==> src/rtl/lcd_temp_writer_if.sv <==
//------------------------------------------------------------------------------
// lcd_temp_writer_if
// Sample input and LCD command-port bundle for lcd_temp_writer.
// Revision: 1.0
//------------------------------------------------------------------------------
`default_nettype none

interface lcd_temp_writer_if;
    logic        temp_valid;
    logic [11:0] temp_data;
    logic        rdy;
    logic [7:0]  data;
    logic [1:0]  oper;
    logic        enb;
    logic        busy;
    logic        frame_done;

    modport master (
        input  temp_valid, temp_data, rdy,
        output data, oper, enb, busy, frame_done
    );

    modport slave (
        output temp_valid, temp_data, rdy,
        input  data, oper, enb, busy, frame_done
    );
endinterface

`default_nettype wire

==> src/rtl/lcd_temp_writer.sv <==
//------------------------------------------------------------------------------
// lcd_temp_writer
// Converts a signed 1/16 degC sample to ASCII and streams one 14-byte frame
// to the LCD controller. Optional macro LCD_TEMP_LEADZERO_EN blanks leading zeros.
// Revision: 1.0
//------------------------------------------------------------------------------
`default_nettype none

module lcd_temp_writer #(
    parameter logic [7:0] START_ADDR  = 8'h80,
    parameter int         ACK_TIMEOUT = 16
) (
    input  logic              clk,
    input  logic              rst,
    lcd_temp_writer_if.master bus
);

    localparam int                   c_cnt_w    = $clog2(ACK_TIMEOUT + 1);
    localparam logic [c_cnt_w-1:0]   c_cnt_last = c_cnt_w'(ACK_TIMEOUT - 1);

    localparam logic [2:0] c_st_idle       = 3'd0;
    localparam logic [2:0] c_st_convert    = 3'd1;
    localparam logic [2:0] c_st_issue      = 3'd2;
    localparam logic [2:0] c_st_wait_busy  = 3'd3;
    localparam logic [2:0] c_st_wait_ready = 3'd4;

    logic [2:0]          r_state;
    logic                r_pend;
    logic [11:0]         r_pend_data;
    logic [11:0]         r_snap;
    logic [3:0]          r_idx;
    logic [3:0]          r_step;
    logic [c_cnt_w-1:0]  r_cnt;
    logic                r_sign;
    logic [3:0]          r_tenths;
    logic [19:0]         r_dd;

    logic [11:0] w_mag;
    logic [3:0]  w_tenths;
    logic [19:0] w_dd_adj;
    logic        w_last_ack;
    logic        w_take;
    logic        w_active;
    logic        w_h_blank;
    logic        w_t_blank;
    logic [7:0]  w_h_chr;
    logic [7:0]  w_t_chr;
    logic [7:0]  w_byte;

    assign w_mag    = r_snap[11] ? (12'd0 - r_snap) : r_snap;
    assign w_tenths = 4'(({4'd0, w_mag[3:0]} * 8'd10) >> 4);

    // Double-dabble correction: any BCD digit >= 5 gets +3 before the shift.
    always_comb begin
        w_dd_adj = r_dd;
        if (r_dd[19:16] >= 4'd5) w_dd_adj[19:16] = r_dd[19:16] + 4'd3;
        if (r_dd[15:12] >= 4'd5) w_dd_adj[15:12] = r_dd[15:12] + 4'd3;
        if (r_dd[11:8]  >= 4'd5) w_dd_adj[11:8]  = r_dd[11:8]  + 4'd3;
    end

    assign w_last_ack = (r_state == c_st_wait_ready) && bus.rdy && (r_idx == 4'd13);
    // A pending sample is consumed either from IDLE or straight out of the last byte.
    assign w_take     = r_pend && ((r_state == c_st_idle) || w_last_ack);

    always_ff @(posedge clk) begin
        if (rst) begin
            r_state     <= c_st_idle;
            r_pend      <= 1'b0;
            r_pend_data <= 12'd0;
            r_snap      <= 12'd0;
            r_idx       <= 4'd0;
            r_step      <= 4'd0;
            r_cnt       <= '0;
            r_sign      <= 1'b0;
            r_tenths    <= 4'd0;
            r_dd        <= 20'd0;
        end else begin
            if (bus.temp_valid) begin
                r_pend      <= 1'b1;
                r_pend_data <= bus.temp_data;
            end else if (w_take) begin
                r_pend <= 1'b0;
            end

            if (w_take) begin
                r_snap <= r_pend_data;
                r_step <= 4'd0;
            end

            case (r_state)
                c_st_idle: begin
                    if (r_pend) r_state <= c_st_convert;
                end
                c_st_convert: begin
                    if (r_step == 4'd0) begin
                        r_sign   <= r_snap[11];
                        r_tenths <= w_tenths;
                        r_dd     <= {12'd0, w_mag[11:4]};
                    end else begin
                        r_dd <= w_dd_adj << 1;
                    end
                    if (r_step == 4'd8) begin
                        r_idx   <= 4'd0;
                        r_state <= c_st_issue;
                    end else begin
                        r_step <= r_step + 4'd1;
                    end
                end
                c_st_issue: begin
                    if (bus.rdy) begin
                        r_cnt   <= '0;
                        r_state <= c_st_wait_busy;
                    end
                end
                c_st_wait_busy: begin
                    if (!bus.rdy)                r_state <= c_st_wait_ready;
                    else if (r_cnt == c_cnt_last) r_state <= c_st_issue;
                    else                          r_cnt   <= r_cnt + 1'b1;
                end
                c_st_wait_ready: begin
                    if (bus.rdy) begin
                        if (r_idx == 4'd13) begin
                            r_state <= r_pend ? c_st_convert : c_st_idle;
                        end else begin
                            r_idx   <= r_idx + 4'd1;
                            r_state <= c_st_issue;
                        end
                    end
                end
                default: r_state <= c_st_idle;
            endcase
        end
    end

`ifdef LCD_TEMP_LEADZERO_EN
    assign w_h_blank = (r_dd[19:16] == 4'd0);
    assign w_t_blank = w_h_blank && (r_dd[15:12] == 4'd0);
`else
    assign w_h_blank = 1'b0;
    assign w_t_blank = 1'b0;
`endif

    assign w_h_chr = w_h_blank ? 8'h20 : {4'h3, r_dd[19:16]};
    assign w_t_chr = w_t_blank ? 8'h20 : {4'h3, r_dd[15:12]};

    always_comb begin
        w_byte = 8'h00;
        case (r_idx)
            4'd0:    w_byte = START_ADDR;
            4'd1:    w_byte = 8'h54;
            4'd2:    w_byte = 8'h65;
            4'd3:    w_byte = 8'h6D;
            4'd4:    w_byte = 8'h70;
            4'd5:    w_byte = 8'h3A;
            4'd6:    w_byte = r_sign ? 8'h2D : 8'h2B;
            4'd7:    w_byte = w_h_chr;
            4'd8:    w_byte = w_t_chr;
            4'd9:    w_byte = {4'h3, r_dd[11:8]};
            4'd10:   w_byte = 8'h2E;
            4'd11:   w_byte = {4'h3, r_tenths};
            4'd12:   w_byte = 8'hDF;
            4'd13:   w_byte = 8'h43;
            default: w_byte = 8'h00;
        endcase
    end

    assign w_active       = (r_state == c_st_issue) || (r_state == c_st_wait_busy) ||
                            (r_state == c_st_wait_ready);
    assign bus.data       = w_active ? w_byte : 8'h00;
    assign bus.oper       = !w_active ? 2'd0 : ((r_idx == 4'd0) ? 2'd2 : 2'd1);
    assign bus.enb        = (r_state == c_st_issue) && bus.rdy;
    assign bus.busy       = (r_state != c_st_idle);
    assign bus.frame_done = w_last_ack;

endmodule

`default_nettype wire

==> src/flat_wrapper.sv <==
// flat-port wrapper written by rule: the top's interface ports become plain ports
module lcd_temp_writer_flat 
#(
    parameter logic [7:0] START_ADDR  = 8'h80,
    parameter int         ACK_TIMEOUT = 16
)
  (clk, rst, bus_temp_valid, bus_temp_data, bus_rdy, bus_data, bus_oper, bus_enb, bus_busy, bus_frame_done);
  lcd_temp_writer_if bus_i ();
  input  logic clk;
  input  logic rst;
  input wire logic [$bits(bus_i.temp_valid)-1:0] bus_temp_valid;
  input wire logic [$bits(bus_i.temp_data)-1:0] bus_temp_data;
  input wire logic [$bits(bus_i.rdy)-1:0] bus_rdy;
  output wire logic [$bits(bus_i.data)-1:0] bus_data;
  output wire logic [$bits(bus_i.oper)-1:0] bus_oper;
  output wire logic [$bits(bus_i.enb)-1:0] bus_enb;
  output wire logic [$bits(bus_i.busy)-1:0] bus_busy;
  output wire logic [$bits(bus_i.frame_done)-1:0] bus_frame_done;
  assign bus_i.temp_valid = bus_temp_valid;
  assign bus_i.temp_data = bus_temp_data;
  assign bus_i.rdy = bus_rdy;
  assign bus_data = bus_i.data;
  assign bus_oper = bus_i.oper;
  assign bus_enb = bus_i.enb;
  assign bus_busy = bus_i.busy;
  assign bus_frame_done = bus_i.frame_done;
  lcd_temp_writer #(.START_ADDR(START_ADDR), .ACK_TIMEOUT(ACK_TIMEOUT)) u_core (.clk(clk), .rst(rst), .bus(bus_i));
endmodule
==> config.mk <==
export PLATFORM = sky130hd
export DESIGN_NAME = lcd_temp_writer_flat
export DESIGN_NICKNAME = d
export VERILOG_FILES = /design/src/rtl/lcd_temp_writer_if.sv /design/src/rtl/lcd_temp_writer.sv /design/src/flat_wrapper.sv
export SDC_FILE = /design/constraint.sdc
export NUM_CORES = 1
export LEC_CHECK = 0
export CAP_MARGIN = 15
export CORE_MARGIN = 5
export CORE_UTILIZATION = 55
export DETAILED_ROUTE_END_ITERATION = 10
export GPL_TIMING_DRIVEN = 1
export PLACE_DENSITY = 0.76
export SYNTH_ARGS = -nofsm -noshare
export SYNTH_HDL_FRONTEND = slang
export SYNTH_SLANG_ARGS = --single-unit
==> constraint.sdc <==
create_clock -name clk -period 2.9 [get_ports clk]
set_clock_uncertainty 0.2 [all_clocks]
set_input_delay 0.87 -clock clk [delete_from_list [all_inputs] [get_ports clk]]
set_output_delay 0.87 -clock clk [all_outputs]
set_load 0.02 [all_outputs]
## Word-level counts from Yosys, hierarchy flattened

Cells that the tools add are included.

- Register bits after elaboration: 66
- Output and inout bits: 13
- Logic and storage cells: 98

- Add/subtract/negate cells: 7
- Multiply operators: 1
- $lt $le $gt $ge: 3
- Eq/ne operators: 27
- Muxes and demuxes: 32
- Reductions and logical operators: 18

Operators by type and width:

| operator | number |
|---|---|
| case mux 8 bit (14 select lines) | 1 |
| 2-to-1 mux 4 bit | 8 |
| equality test 4 bit, second input constant | 7 |
| 2-to-1 mux 3 bit | 9 |
| 2-to-1 mux 20 bit | 1 |
| equality test 4 x 3 -> 1 bit, second input constant | 4 |
| 2-to-1 mux 5 bit | 3 |
| case mux 3 bit (5 select lines) | 1 |
| >= comparator 4 x 3 -> 1 bit, second input constant | 3 |
| 2-to-1 mux 12 bit | 1 |
| subtractor 1 x 12 -> 12 bit, first input constant | 1 |
| inequality test 2 bit, second input constant | 5 |
| case mux 5 bit (2 select lines) | 1 |
| adder 4 x 1 -> 4 bit, second input constant | 2 |
| adder 4 x 2 -> 4 bit, second input constant | 2 |
| equality test 4 x 2 -> 1 bit, second input constant | 2 |
| logical NOT 4 bit | 2 |
| 2-to-1 mux 8 bit | 1 |
| case mux 4 bit (2 select lines) | 1 |
| AND reduction 4 bit | 2 |
| multiplier 4 x 3 -> 7 bit, second input constant | 1 |
| equality test 3 x 2 -> 1 bit, second input constant | 2 |
| nonzero test 2 bit | 3 |
| adder 5 x 1 -> 5 bit, second input constant | 1 |
| 15 further kinds | 24 |

## Logic depth before layout (Yosys ltp)

- Depth after elaboration: 8
- Depth in mapped cells: 10
- Gate-level depth less buffers: 10

## Worst setup path after synthesis

No wires, ideal clock.

- Path kind: register to output
- Start point: reg u_core.r_idx[1]
- End point: out bus_data[3]
- Arrival time: 1.745 ns
- Data required time: 1.830 ns
- Slack: 0.085 ns
- Cell stages (with the launch flop): 7
- Cell sequence: dfxtp_1 > inv_1 > ha_1 > clkbuf_1 > nor2_1 > a21o_1 > a211oi_1

- Longest elaborated chain between the ends: 3
- Elaborated cells on any way between the ends: 16
- Those cells by class: 13 x eq/ne; 2 x mux; 1 x reduce/logical

RTL lines:

| what | line | source |
|---|---|---|
| start: declaration | lcd_temp_writer.sv:31 | `logic [3:0] r_idx;` |
| start signal: assignment | lcd_temp_writer.sv:125 | `r_idx <= r_idx + 4'd1;` |
| equality test 4 bit (tied with other cells) | lcd_temp_writer.sv:148 | `case (r_idx)` |
| case mux 8 bit (14 select lines) * | lcd_temp_writer.sv:148 |  |
| 2-to-1 mux 8 bit * | lcd_temp_writer.sv:169 | `assign bus.data = w_active ? w_byte : 8'h00;` |
| end: declaration | flat_wrapper.sv:14 | `output wire logic [$bits(bus_i.data)-1:0] bus_data;` |

Every way passes the cells marked *; elsewhere a longest branch is shown, timed or not.

## Worst setup path in the final report

- Start point: reg u_core.r_idx[1]
- End point: out bus_data[2]

The elaborated chain is that of the path after synthesis.

==> flow_summary.toml <==
[placed_design]
gp_congestion = 0.8580
portBuffers = 28
placed_cells = 553
hpwl_um = 5793
place_ws_ns = -0.5348
placed_cell_area_mm2 = 0.004313

[sta]
finalHoldViolCount = 0
setup_slack_ns = -0.01864
slew_headroom = 0.6000
setup_viol = 1
setup-tns-final_ns = -0.01864
fmax_mhz = 342.6
timing_max_transition_violations_final = 0
finalCritPeriodShare = 1.006
rsz0062_at_grt = "yes"
fin_crit_ns = 2.919
worstMarginPinSlew_ns = 0.5977

[final_layout]
fin_cells = 575
finalInstanceArea_mm2 = 0.004649
drive_gt1_frac = 0.2081
final_core_util = 0.6920
layout.nets = 525
diodes = 0
syn_to_final_growth_pct = 23.87
fillers = 538

[synth]
synth-seq-cells = 66
synthTopCellsByArea = "dfxtp_1, mux2i_1, ha_1"
synth-xor-area-share = 0.03967
synthCells = 434
yosys_warnings = 0
synth_top_cells_by_count = "dfxtp_1, nor2_1, a21oi_1"
synth-edff-count = 0
synth.most_common_cell = "dfxtp_1"
synth_top_family_by_area = "compound AO/OA/AOI/OAI gates"
ys_types = 60
synth.top_cell.area_share = 0.3520
yosys.area_share.simple = 0.1747
synth-compound-area-share = 0.2290
synth_adder_area_share = 0.06533
dominantRegCellSynth = "dfxtp_1"
muxShareOfSynthArea = 0.07200
synthesis.nets = 469
syn_area_mm2 = 0.003754
synthArstFlopShare = 0
syn_avg_cell_area_um2 = 8.649
seq_area_frac_synth = 0.3520
yosysTopAreaCell = "dfxtp_1"

[pwr]
vdd_drop_max_v = 0.0003665
switching_power_uw = 855.9
p_int_uw = 1754
powerDensity_mw_per_mm2 = 561.4
p_clk_frac = 0.332
swShare = 0.3279
seqPwrFrac = 0.388
leakage_uw = 0.001879
share_comb_of_total_power = 0.280

[drt]
drt_wl_total_um = 8030
wl_per_cell_um = 13.97
vias_per_cell = 5.737
dr.pass1.iters = 4
postRouteAntennaNets = 0
drc = 0
dr_total_vias = 3299
drt-initial-drc-count = 152

[clock_tree]
htreeDepth = 3
path_clk_slew_ns = 0.07
clock_path_buffers = 2
clock_sinks = 66
cts-root-buf = "clkbuf_8"
cts_made_buffers = 9
cts_tree = "built"
clock_latency_ns = 0.34

[critical_path]
critPathTopFamily = "compound AO/OA/AOI/OAI gates"
cp_data_required_time_ns = 1.83
cpPeakStageDelay_ns = 0.38
path_class = "reg2out"
cp_max_fo = 5
critPathArrivalTime_ns = 1.85
crit_chain = "inv_4, ha_4, buf_6, a222oi_1, o21ai_1, nand2_1, a21oi_1, buf_4"
crit_slowest_cell = "dfxtp_4"
worst-path-buf-inv = 3
endpoint_kind = "output port"
crit_path_start_kind = "flip-flop"

[global_routing]
antenna_found_initial = 0
grt_pass1_wl_um = 13900
grt_pass1_vias = 3136
grt_overflow_total = 0
grt_usage = 0.1952
grt_max_degree = 30

[run_status]
violations = "setup timing"
outcome = "complete, but fails checks"

[floorplanning]
chipWidth_um = 92.61
dieArea_mm2 = 0.008577
die_h_um = 92.61
rows = 30
start_util = 0.5587
core_mm2 = 0.006719
pin_count = 29

[run]
drv_cap = 0

[min_path]
hp-class = "reg2reg"
-- tightest hold or removal path: stages (launching register included) --
cell and delay, ns:
dfxtp_1 0.32, nand2_1 0.05, o21ai_1 0.05
-- stage by stage --
stage	hold WS, ns	power (uW)
2_1_floorplan	0.2251	1551
3_5_place_dp	0.2439	1755
3_3_place_gp	0.2353	1739
5_1_grt	0.2784	2762
6_report	0.2569	2610
4_1_cts	0.2546	2619
-- path summary, 6_finish.rpt --
check / startpoint / end / slack [ns] / cells after the start
worst max-delay path: u_core.r_idx[1] / bus_data[2] / -0.02 / 8
worst min-delay path: u_core.r_dd[0] / u_core.r_dd[0] / 0.26 / 2
worst max register to register: u_core.r_snap[0] / u_core.r_tenths[2] / 0.26 / 9
worst min register to register: u_core.r_dd[0] / u_core.r_dd[0] / 0.26 / 2
-- cell type report --
cell class,count,area [um2],share of cell area
clock buffer,9,123.9,0.02664
inverter,27,106.4,0.02287
tap,80,100.1,0.02153
clock inverter,7,98.84,0.02126
multi-input combinational,309,2265,0.4871
timing repair buffer,77,625.6,0.1346
sequential,66,1330,0.2861
-- power by group through the flow --
stage / registers [uW] / clock network, uW / logic [uW]
after floorplan: 1010 / 0 / 538
after global placement: 1030 / 0 / 710
after detailed placement: 1030 / 0 / 724
after CTS: 1010 / 877 / 731
after global routing: 1020 / 936 / 805
final: 1010 / 865 / 732
-- state kept, by name (all words and copies together) (netlist names) --
register / cells
u_core.r_state: 3
u_core.r_cnt: 5
u_core.r_pend_data: 12
u_core.r_dd: 20
u_core.r_pend: 1
u_core.r_idx: 4
u_core.r_snap: 12
u_core.r_step: 4
u_core.r_sign: 1
u_core.r_tenths: 4
-- logic make-up (layout without fill, tap and decap cells) --
logic type,count (synthesis),count (layout)
AO/OA/AOI/OAI,117,117
multiplexers,27,27
AND/OR/NAND/NOR,129,129
flip-flops,66,66
XOR/XNOR,17,17
adder cells (fa/ha/maj),19,19
buffers and inverters,59,120
-- layer usage --
metal	track usage	share of wire	wire length [um]	up-vias
met5	0	0	0	-
met4	0.07326	0.016	127	0
met3	0.03899	0.032	255	14
met2	0.3353	0.49	3928	57
met1	0.2409	0.46	3718	1547
li1	-	-	-	1681
-- timing repair --
item / CTS / global route
pin swaps: 3 / 7
hold buffers: 0 / 0
setup endpoints to repair: 12 / 8
resized for setup: 47 / 25
setup buffers: 2 / 4
cloned: 0 / 0
-- cell usage in the layout, fill, tap and decap left out, types with 3 or more instances in the layout --
master and instances:
nor4_1 3, nand2_1 28, nand4_1 4, o22ai_1 6, a211oi_1 6, a22oi_1 9
clkdlybuf4s50_1 13, buf_2 4, nand3_1 3, nand3b_1 4, inv_1 25, a21oi_1 33
ha_4 4, nor3_1 6, o211ai_1 3, dfxtp_1 63, nand2b_1 7, xor2_1 9
dlygate4sd2_1 4, xnor2_1 8, or3_1 7, ha_1 14, clkbuf_8 9, a22o_1 8
o21ai_0 16, mux2i_1 27, a32oi_1 3, o31ai_1 5, or4_1 3, nor2_1 47
buf_4 50, o41ai_2 3
No activity file was read; power rests on OpenSTA's default activity.
